<file path="config.mk">
export PLATFORM = sky130hd
export DESIGN_NAME = pn_code_correlator
export DESIGN_NICKNAME = d
export VERILOG_FILES = /design/src/rtl/bitsync_pkg.sv /design/src/rtl/pn_lane_mac.sv /design/src/rtl/pn_code_correlator.sv
export SDC_FILE = /design/constraint.sdc
export NUM_CORES = 1
export LEC_CHECK = 0
export ABC_AREA = 1
export CAP_MARGIN = 10
export CORE_MARGIN = 5
export CORE_UTILIZATION = 30
export DETAILED_ROUTE_END_ITERATION = 16
export DONT_BUFFER_PORTS = 1
export GPL_ROUTABILITY_DRIVEN = 0
export PLACE_DENSITY = 0.41
export SYNTH_ARGS = -nofsm -noshare
export SYNTH_HDL_FRONTEND = slang
export SYNTH_SLANG_ARGS = --single-unit
</file>
<file path="constraint.sdc">
create_clock -name clk -period 11.8 [get_ports clk]
set_clock_uncertainty 0.05 [all_clocks]
set_input_delay 2.36 -clock clk [delete_from_list [all_inputs] [get_ports clk]]
set_output_delay 2.36 -clock clk [all_outputs]
set_load 0.02 [all_outputs]
</file>
<file path="src/rtl/bitsync_pkg.sv">
// Shared types and constants for the bit synchroniser blocks.
// Holds the FSM state enum, the default Gold code and the accumulator width helper.
package bitsync_pkg;

  localparam logic [14:0] GOLD15_CODE = 15'h30AE;

  typedef enum logic [1:0] {
    IDLE,
    ACCUM,
    DONE
  } state_t;

  function automatic int acc_width(
    input int sw,
    input int cl,
    input int os
  );
    return sw + $clog2(cl * os) + 1;
  endfunction

endpackage

</file>
<file path="src/rtl/pn_lane_mac.sv">
// Combinational +/- sum of one chip column across all lanes, with a lane mask.
// Ports: col (packed lane samples), code_bit, lane_mask in; sum (signed) out.
module pn_lane_mac #(
  parameter int LANES    = 4,
  parameter int SAMPLE_W = 2,
  parameter int ACC_W    = 9
) (
  input  logic [LANES*SAMPLE_W-1:0] col,
  input  logic                      code_bit,
  input  logic [LANES-1:0]          lane_mask,
  output logic signed [ACC_W-1:0]   sum
);

  logic signed [ACC_W-1:0] ext;

  always_comb begin
    sum = '0;
    ext = '0;
    for (int l = 0; l < LANES; l++) begin
      ext = ACC_W'($signed(col[l*SAMPLE_W +: SAMPLE_W]));
      if (lane_mask[l]) begin
        sum = code_bit ? sum + ext : sum - ext;
      end
    end
  end

endmodule

</file>
<file path="src/rtl/pn_code_correlator.sv">
// Oversampled PN-code correlator: per-lane sample history, sequential MAC per chip.
// Ports: clk, rst_n, sample_valid/ready/in, code_load/in, corr_valid/out/phase, overrun, overrun_clr.
module pn_code_correlator
  import bitsync_pkg::*;
#(
  parameter int                   CODE_LEN   = 15,
  parameter int                   OVERSAMPLE = 4,
  parameter int                   SAMPLE_W   = 2,
  parameter int                   SUM_LANES  = 1,
  parameter logic [CODE_LEN-1:0]  CODE_INIT  = GOLD15_CODE,
  parameter int                   ACC_W      = acc_width(SAMPLE_W, CODE_LEN, OVERSAMPLE),
  parameter int                   PH_W       = (OVERSAMPLE > 1) ? $clog2(OVERSAMPLE) : 1
) (
  input  logic                       clk,
  input  logic                       rst_n,
  input  logic                       sample_valid,
  output logic                       sample_ready,
  input  logic [SAMPLE_W-1:0]        sample_in,
  input  logic                       code_load,
  input  logic [CODE_LEN-1:0]        code_in,
  output logic                       corr_valid,
  output logic signed [ACC_W-1:0]    corr_out,
  output logic [PH_W-1:0]            corr_phase,
  output logic                       overrun,
  input  logic                       overrun_clr
);

  localparam int KW = (CODE_LEN > 1) ? $clog2(CODE_LEN) : 1;

  state_t                  state;
  logic [SAMPLE_W-1:0]     hist [OVERSAMPLE][CODE_LEN];
  logic [PH_W-1:0]         ptr;
  logic [PH_W-1:0]         cur_lane;
  logic [KW-1:0]           chip;
  logic [CODE_LEN-1:0]     code;
  logic [CODE_LEN-1:0]     pend;
  logic                    pend_v;
  logic signed [ACC_W-1:0] acc;

  logic [OVERSAMPLE*SAMPLE_W-1:0] col;
  logic [OVERSAMPLE-1:0]          mask;
  logic signed [ACC_W-1:0]        mac_sum;
  logic                           last_chip;

  assign last_chip = (chip == KW'(CODE_LEN - 1));

  always_comb begin
    col = '0;
    for (int l = 0; l < OVERSAMPLE; l++) begin
      col[l*SAMPLE_W +: SAMPLE_W] = hist[l][chip];
    end
  end

  always_comb begin
    mask = '0;
    if (SUM_LANES != 0) begin
      mask = '1;
    end else begin
      mask[cur_lane] = 1'b1;
    end
  end

  pn_lane_mac #(
    .LANES    (OVERSAMPLE),
    .SAMPLE_W (SAMPLE_W),
    .ACC_W    (ACC_W)
  ) u_mac (
    .col       (col),
    .code_bit  (code[chip]),
    .lane_mask (mask),
    .sum       (mac_sum)
  );

  always_ff @(posedge clk or negedge rst_n) begin
    if (!rst_n) begin
      state        <= IDLE;
      sample_ready <= 1'b1;
      corr_valid   <= 1'b0;
      corr_out     <= '0;
      corr_phase   <= '0;
      overrun      <= 1'b0;
      ptr          <= '0;
      cur_lane     <= '0;
      chip         <= '0;
      code         <= CODE_INIT;
      pend         <= '0;
      pend_v       <= 1'b0;
      acc          <= '0;
      for (int l = 0; l < OVERSAMPLE; l++) begin
        for (int k = 0; k < CODE_LEN; k++) begin
          hist[l][k] <= '0;
        end
      end
    end else begin
      corr_valid <= 1'b0;

      // a new overrun beats a simultaneous clear
      if (sample_valid && !sample_ready) begin
        overrun <= 1'b1;
      end else if (overrun_clr) begin
        overrun <= 1'b0;
      end

      unique case (state)
        IDLE: begin
          if (code_load) begin
            code <= code_in;
          end
          if (sample_valid) begin
            for (int k = CODE_LEN - 1; k > 0; k--) begin
              hist[ptr][k] <= hist[ptr][k-1];
            end
            hist[ptr][0] <= sample_in;
            cur_lane     <= ptr;
            ptr          <= (ptr == PH_W'(OVERSAMPLE - 1)) ? '0 : ptr + 1'b1;
            acc          <= '0;
            chip         <= '0;
            sample_ready <= 1'b0;
            state        <= ACCUM;
          end
        end
        ACCUM: begin
          if (code_load) begin
            pend   <= code_in;
            pend_v <= 1'b1;
          end
          acc  <= acc + mac_sum;
          chip <= chip + 1'b1;
          // result registered here so corr_valid is high during DONE
          if (last_chip) begin
            corr_out   <= acc + mac_sum;
            corr_phase <= cur_lane;
            corr_valid <= 1'b1;
            state      <= DONE;
          end
        end
        DONE: begin
          if (code_load) begin
            code <= code_in;
          end else if (pend_v) begin
            code <= pend;
          end
          pend_v       <= 1'b0;
          sample_ready <= 1'b1;
          state        <= IDLE;
        end
        default: begin
          state        <= IDLE;
          sample_ready <= 1'b1;
        end
      endcase
    end
  end

endmodule
</file>
## Word-level counts from Yosys, hierarchy flattened

Index checks and enable logic that the tools add are counted.

- Flip-flop bits (word level): 184
- Input port bits: 22
- Output and inout bits: 14
- Word-level logic and storage cells: 201

- Add/subtract/negate cells: 10
- Magnitude comparators: 4
- Equal/unequal tests: 9
- Multiplexer cells: 86
- Bitwise gates (word level): 3
- Reduce and logical (&&, ||, !) cells: 16

Operators with widths:

| kind | count |
|---|---|
| 120-bit bitwise mux | 15 |
| 30-bit demux with 2-bit select | 15 |
| 30-bit two-way mux | 3 |
| 30-bit binary-select mux with 2-bit select | 1 |
| 15-bit two-way mux | 3 |
| 9-bit two-way mux | 5 |
| 2-bit binary-select mux with 4-bit select | 4 |
| 15-bit one-hot mux with 2 select lines | 1 |
| 28-bit two-way mux | 1 |
| 9-bit by 2-bit adder with 9-bit output | 3 |
| 9-bit by 2-bit subtractor with 9-bit output | 3 |
| 26-bit two-way mux | 1 |
| 2-bit two-way mux | 12 |
| 24-bit two-way mux | 1 |
| 22-bit two-way mux | 1 |
| 20-bit two-way mux | 1 |
| 18-bit two-way mux | 1 |
| 9-bit one-hot mux with 2 select lines | 1 |
| 16-bit two-way mux | 1 |
| 14-bit two-way mux | 1 |
| 2-bit AND reduction | 7 |
| 12-bit two-way mux | 1 |
| 10-bit two-way mux | 1 |
| 9-bit adder | 1 |
| other kinds (28) | 44 |

## Longest topological paths before layout

Gate-level depths: netlist of the first run.

- Depth after elaboration: 20
- Gate-level depth with buffers: 40
- Gate-level depth less buffers: 37

## Cells and area by module

Synthesis of the first run repeated with hierarchy kept, for this count alone.

- Cells, all modules: 1,513
- Area total of the unflattened synthesis: 11,061.9 sq um

Modules (own cells, without submodules):

| module | times used | cells each | area an instance (sq um) | seq. area each (sq um) |
|---|---|---|---|---|
| pn_code_correlator | 1 | 1,259 | 9,552.9 | 4,614.4 |
| pn_lane_mac | 1 | 254 | 1,508.9 | 0.0 |

## Worst setup path before layout of the first run

Ideal clock, no wire load.

- Path kind: reg2reg
- From: register chip[0]
- To: register acc[8]
- Setup time: 0.066 ns
- Data arrival time: 6.228 ns
- Data required time: 11.684 ns
- Slack: 5.457 ns
- Cell stages (with the launch flop): 40
- Path buffers: 4
- Clock period less this slack: 6.343 ns
- Cells stage by stage: dfrtp_1 > buf_6 > inv_4 > buf_4 > buf_4 > clkbuf_1 > a21oi_1 > o21ai_0 > nand3_1 > nand3_1 > o211ai_1 > ha_1 > o21ai_0 > inv_1 > ha_1 > nor2_1 > a21oi_1 > fa_1 > [... 4 more ...] > inv_1 > ha_1 > inv_1 > o21bai_1 > xor2_1 > inv_1 > ha_1 > inv_1 > o21ai_0 > nand3_1 > nand3_1 > xor2_1 > nand3_1 > nand2_1 > nand2_1 > nand2_1 > nand2_1 > nand2_1

- Word-level cells in the longest chain between the ends: 14
- Elaborated cells between the ends (all ways): 28
- Those cells by class: 8 x add/sub; 19 x mux; 1 x bitwise

RTL lines:

| element | RTL line | RTL |
|---|---|---|
| from (decl) | pn_code_correlator.sv:34 | `logic [KW-1:0] chip;` |
| from (signal assigned) | pn_code_correlator.sv:128 | `chip <= chip + 1'b1;` |
| 4-bit inverter with 5-bit output (implied by the code) | pn_code_correlator.sv:50 | `col[l*SAMPLE_W +: SAMPLE_W] = hist[l][chip];` |
| 2-bit binary-select mux with 4-bit select | pn_code_correlator.sv:50 |  |
| 2-bit two-way mux (implied by the code) (2 in a row) | pn_code_correlator.sv:50 |  |
| 1-bit by 2-bit subtractor with 3-bit output | pn_lane_mac.sv:22 | `sum = code_bit ? sum + ext : sum - ext;` |
| 9-bit two-way mux | pn_lane_mac.sv:22 |  |
| 9-bit by 2-bit subtractor with 9-bit output or 9-bit by 2-bit adder with 9-bit output (tied branches) | pn_lane_mac.sv:22 |  |
| 9-bit two-way mux | pn_lane_mac.sv:22 |  |
| 9-bit by 2-bit subtractor with 9-bit output or 9-bit by 2-bit adder with 9-bit output (tied branches) | pn_lane_mac.sv:22 |  |
| 9-bit two-way mux | pn_lane_mac.sv:22 |  |
| 9-bit by 2-bit subtractor with 9-bit output or 9-bit by 2-bit adder with 9-bit output (tied branches) | pn_lane_mac.sv:22 |  |
| 9-bit two-way mux (*) | pn_lane_mac.sv:22 |  |
| 9-bit adder (*) | pn_code_correlator.sv:127 | `acc <= acc + mac_sum;` |
| 9-bit one-hot mux with 2 select lines (*) | pn_code_correlator.sv:104 | `unique case (state)` |
| to (signal assigned) | pn_code_correlator.sv:127 |  |
| to (decl) | pn_code_correlator.sv:38 | `logic signed [ACC_W-1:0] acc;` |

Mark *: on every way between the ends. The rest lies on a longest branch, timed or not. The select of a mux whose other input is x is not followed.
A chain may end at the register's enable or synchronous reset.

## Worst setup path after layout of the first run

- From: register chip[1]
- To: register acc[8]

Same word-level chain as after synthesis.

==> qor.yml, run 1 <==
hold_path_class: "reg -> reg"
slew_headroom_pct: 28.9
fmaxAchievable_mhz: 131
critPathCaptureType: "flop"
rows: 68
drt_iter0_drc: 621
synthFlopType: "dfrtp_1"
htree_levels: 4
cts_made_buffers: 17
syn_avg_cell_area_sq_um: 7.98
synth-async-reset-ratio_pct: 100
firstDrtPassIters: 5
path_clk_slew_ps: 70
drcViolationCount: 0
syn_nets: 1362
grt_pass1_wl_mm: 47.6
synth_edf_count: 0
coreArea_sq_um: 34300
crit_arrival_ps: 7940
syn_area_sq_um: 10300
drive_gt1_share_pct: 6.40
ioPinCount: 36
area_growth_pct: 8.57
critPathLaunchType: "flop"
die_y_um: 195
tightest_slew_ps: 1070
r2r_cells: 35
io_buffer_count: 0
grt_max_degree: 185
start_util_pct: 30.1
min_delay_path_depth: 2
final_max_slew_viol_count: 0
synth_seq_cells: 184
antenna_cells: 0
cts_setup_buffers: 0
place_ws_ps: 4190
setup_slack_ps: 4190
wl_per_cell_um: 16.9
maxCapViolations: 0
finalCoreUtilization_pct: 32.7
root_buffer: "clkbuf_16"
hpwl_mm: 18.8
final_area_sq_um: 11200
ys_types: 44
ant_nets: 0
slowest_delay_ps: 780
rsz0062_at_grt: "false"
netlist_instances: 1294
ys_seq_area_share_pct: 44.7
dieArea_sq_um: 38200
antenna_found_initial: 0
fin_tns_setup_ps: 0
path_class: "reg -> reg"
ys_warn_count: 0
setup_viol: 0
num_vias: 8412
critPathMostFrequentCell: "nand2_1"
cp_max_fo: 31
viasPerCell: 4.89
fin_nets: 1320
track_usage_pct: 15.5
finalCritPeriodShare_pct: 64.5
die_x_um: 195
grt_overflow_total: 0
numClockSinks: 184
placed_cell_area_sq_um: 10600
cts.repair.resized: 0
fin_crit_ps: 7610
wl_mm: 29.0
cp.required_ps: 12130
hold_buffers: 0
final_hold_viol_count: 0
cts_tree: "done"
grt_pass1_vias: 8254
clock_latency_ps: 440
cp_slowest_cell: "o21ai_0"
clockBufferDepth: 2
outcome: "completed"
[flip-flops by register name, indices dropped and copies added (netlist names), 2 cells and up]
signal / cells
hist: 120
code: 15
pend: 15
acc: 9
corr_out: 9
chip: 4
corr_phase: 2
cur_lane: 2
ptr: 2
state: 2
[cells in the mapped netlist (12+ instances only)]
master / instances / area [sq um]
nand2_1: 388 / 1460
o21ai_0: 214 / 1070
dfrtp_1: 176 / 4400
inv_1: 102 / 383
nand3_1: 64 / 320
a21oi_1: 58 / 290
clkbuf_1: 45 / 169
ha_1: 38 / 475
nor2_1: 36 / 135
a32o_1: 18 / 180
o211ai_1: 15 / 113
xnor2_1: 12 / 105
[final timing paths]
path,startpoint,slack (ps),end
hold reg to reg,hist[57]$_DFFE_PN0P_,440,hist[57]$_DFFE_PN0P_
setup reg to reg,chip[1]$_DFFE_PN0P_,4190,acc[8]$_DFFE_PN0P_
min in group asynchronous,rst_n,1560,corr_out[7]$_DFFE_PN0P_
hold / removal,hist[57]$_DFFE_PN0P_,440,hist[57]$_DFFE_PN0P_
setup / recovery,chip[1]$_DFFE_PN0P_,4190,acc[8]$_DFFE_PN0P_
max in group asynchronous,rst_n,9630,hist[28]$_DFFE_PN0P_
[per-layer routing]
layer  vias to the layer above  part of all wire, %  global-route usage, %
met2                       124                   45                   24.3
met4                         0                  1.3                   3.96
li1                       4221                    -                      -
met5                         -                    0                      0
met3                        21                  3.1                   2.12
met1                      4046                   51                   22.8
[worst max-delay path: cells and delay by family (launching register included)]
family          cells  cell delay (ps)
fa+ha+maj           6             2010
xor+xnor            3              530
compound gates      8             2020
buf+inv             7             1000
simple gates       11             1570
flops               1              320
[cell usage in the layout, fill, tap and decap left out, types with 7 or more instances in the layout]
| cell | instances |
|---|---|
| a21oi_1 | 58 |
| a22oi_1 | 11 |
| a31oi_1 | 8 |
| a32o_1 | 18 |
| buf_4 | 10 |
| clkbuf_16 | 17 |
| dfrtp_1 | 175 |
| dfstp_2 | 8 |
| fa_1 | 8 |
| ha_1 | 38 |
| inv_1 | 102 |
| inv_2 | 7 |
| nand2_1 | 385 |
| nand2_2 | 8 |
| nand3_1 | 64 |
| nor2_1 | 36 |
| o211ai_1 | 15 |
| o21ai_0 | 213 |
| xnor2_1 | 12 |
| xor2_1 | 9 |
[stage by stage]
step                      hold slack, ps  std cells
after floorplan                      399       1294
after global placement               419       1688
after detailed placement             423       1688
after CTS                            441       1720
after global routing                 455       1720
final                                437       1720
[layout make-up]
class                      count  area (sq um)
clock inverter                10          95.1
inverter                     111           419
timing repair buffer          10          75.1
fill                        3659         23100
sequential                   184          4620
clock buffer                  22           474
multi-input combinational    928          4960
tap                          455           569
[kinds of logic after synthesis]
kind of cell	Yosys count	synth area share [%]
muxes	6	0.643
DFF	184	44.7
AOI/OAI and AO/OA	348	19.2
adders and majority gates	46	6.16
xor gates and xnor gates	21	1.78
buffers and inverters	182	7.37
and+or+nand+nor	507	20.2
Power of run 1 is left out: the tool's default activity adds up to more than one toggle a clock period on the data nets, which glitch-free logic cannot reach.
==> run 2: changes to the inputs <==
PLACE_DENSITY = 0.42   (was 0.41)
clock period = 6.3 ns   (was 11.8 ns; I/O delays follow)
==> qor.yml, run 2 (same netlist as run 1, synthesis figures left out) <==
die_y_um: 195
place_ws_ps: -35.0
path_class: "reg -> reg"
hold_path_class: "reg -> reg"
htree_levels: 4
placed_cell_area_sq_um: 11000
wl_mm: 29.8
drive_gt1_share_pct: 11.3
grt_max_degree: 185
ant_nets: 0
dieArea_sq_um: 38200
coreArea_sq_um: 34300
critPathCaptureType: "flop"
viasPerCell: 4.86
timing.rr.start: "chip[0]$_DFFE_PN0P_"
ioPinCount: 36
min_delay_path_depth: 2
met1_usage_pct: 21.9
critical_path.startpoint: "chip[0]$_DFFE_PN0P_"
die_x_um: 195
start_util_pct: 30.1
tightest_slew_ps: 1070
outcome: "completed"
root_buffer: "clkbuf_16"
final_max_slew_viol_count: 0
critPathMostFrequentCell: "nand2_1"
finalCoreUtilization_pct: 34.2
r2r_cells: 34
num_vias: 8564
setup_viol: 0
reg_top3: "hist x120, code x15, pend x15"
track_usage_pct: 15.9
path_clk_slew_ps: 70
grtUsageMet2_pct: 25.9
top_usage_layer: "met2"
fin_nets: 1362
firstDrtPassIters: 5
met3_usage_pct: 2.67
final_common_cell: "nand2_1"
finalCritPeriodShare_pct: 94.0
largest_register: "hist"
final_cell_mix: "nand2_1 (383), o21ai_0 (202), dfrtp_1 (175)"
clockBufferDepth: 2
grt_overflow_total: 0
cts_tree: "done"
fillers: 3664
wl_per_cell_um: 16.9
final_area_sq_um: 11700
hold_start: "cur_lane[0]$_DFFE_PN0P_"
crit_arrival_ps: 6200
antenna_cells: 0
hpwl_mm: 20.3
io_buffer_count: 0
drt_iter0_drc: 549
maxCapViolations: 0
slowest_delay_ps: 450
numClockSinks: 184
rows: 68
critPathLaunchType: "flop"
final_hold_viol_count: 0
drcViolationCount: 0
cp.required_ps: 6580
setup_slack_ps: 379
largest_reg_flops: 120
clock_latency_ps: 440
grt_pass1_wl_mm: 48.6
placedCellCount: 1727
fin_crit_ps: 5920
fin_cells: 1761
cp_max_fo: 9
antenna_found_initial: 0
area_growth_pct: 13.6
cts_made_buffers: 17
grt_pass1_vias: 8627
cp_slowest_cell: "fa_1"
slew_headroom_pct: 28.6
fmaxAchievable_mhz: 169
[run 2: changes by cell type in the layout (fill, tap and decap cells not counted), sizes merged]
| cell | change |
|---|---|
| buf | +42 |
| clkinv | -4 |
| clkbuf | -3 |
| clkinvlp | +2 |
| bufinv | +1 |
| inv | +3 |
[run 2: critical path, delay by kind of cell, from the launching register on]
| kind | cells | cell delay (ps) |
|---|---|---|
| AOI/OAI and AO/OA | 8 | 1240 |
| xor gates and xnor gates | 3 | 460 |
| adders and majority gates | 7 | 2400 |
| buffers and inverters | 7 | 610 |
| DFF | 1 | 410 |
| and+or+nand+nor | 9 | 640 |
[run 2: stage by stage]
step | hold slack (ps) | TNS [ps]
4_1_cts | 428 | 0
3_3_place_gp | 418 | 0
5_1_grt | 425 | -22.8
2_1_floorplan | 399 | 0
6_report | 434 | 0
3_5_place_dp | 423 | -57.8
[run 2: per-layer routing]
metal	wire length [um]	vias to the layer above	share of wire (%)
met3	680	32	2.3
met1	14400	4111	48
met5	0	-	0
met4	569	0	1.9
met2	14100	113	47
li1	-	4308	-
[run 2: area by class of cell]
type | instances | area (sq um) | share of cell area, %
clock inverter | 12 | 140 | 1.19
timing repair buffer | 52 | 453 | 3.86
inverter | 111 | 419 | 3.57
tap | 455 | 569 | 4.85
clock buffer | 19 | 443 | 3.78
multi-input combinational | 928 | 5090 | 43.4
sequential | 184 | 4620 | 39.4
[run 2: what timing repair did]
| action | in CTS | in global routing |
|---|---|---|
| hold buffers | 0 | 0 |
| pin swaps | 0 | 15 |
| endpoints found under the setup margin | 2 | 8 |
| resized for setup | 3 | 32 |
| buffers inserted | 0 | 3 |
[run 2: final timing paths]
check | to | slack [ps]
min | corr_phase[0]$_DFFE_PN0P_ | 430
max reg2reg | acc[8]$_DFFE_PN0P_ | 380
max | acc[8]$_DFFE_PN0P_ | 380
max in group asynchronous | hist[44]$_DFFE_PN0P_ | 5380
min in group asynchronous | corr_out[4]$_DFFE_PN0P_ | 450
min reg2reg | corr_phase[0]$_DFFE_PN0P_ | 430
Power of run 2 is left out for the same reason.
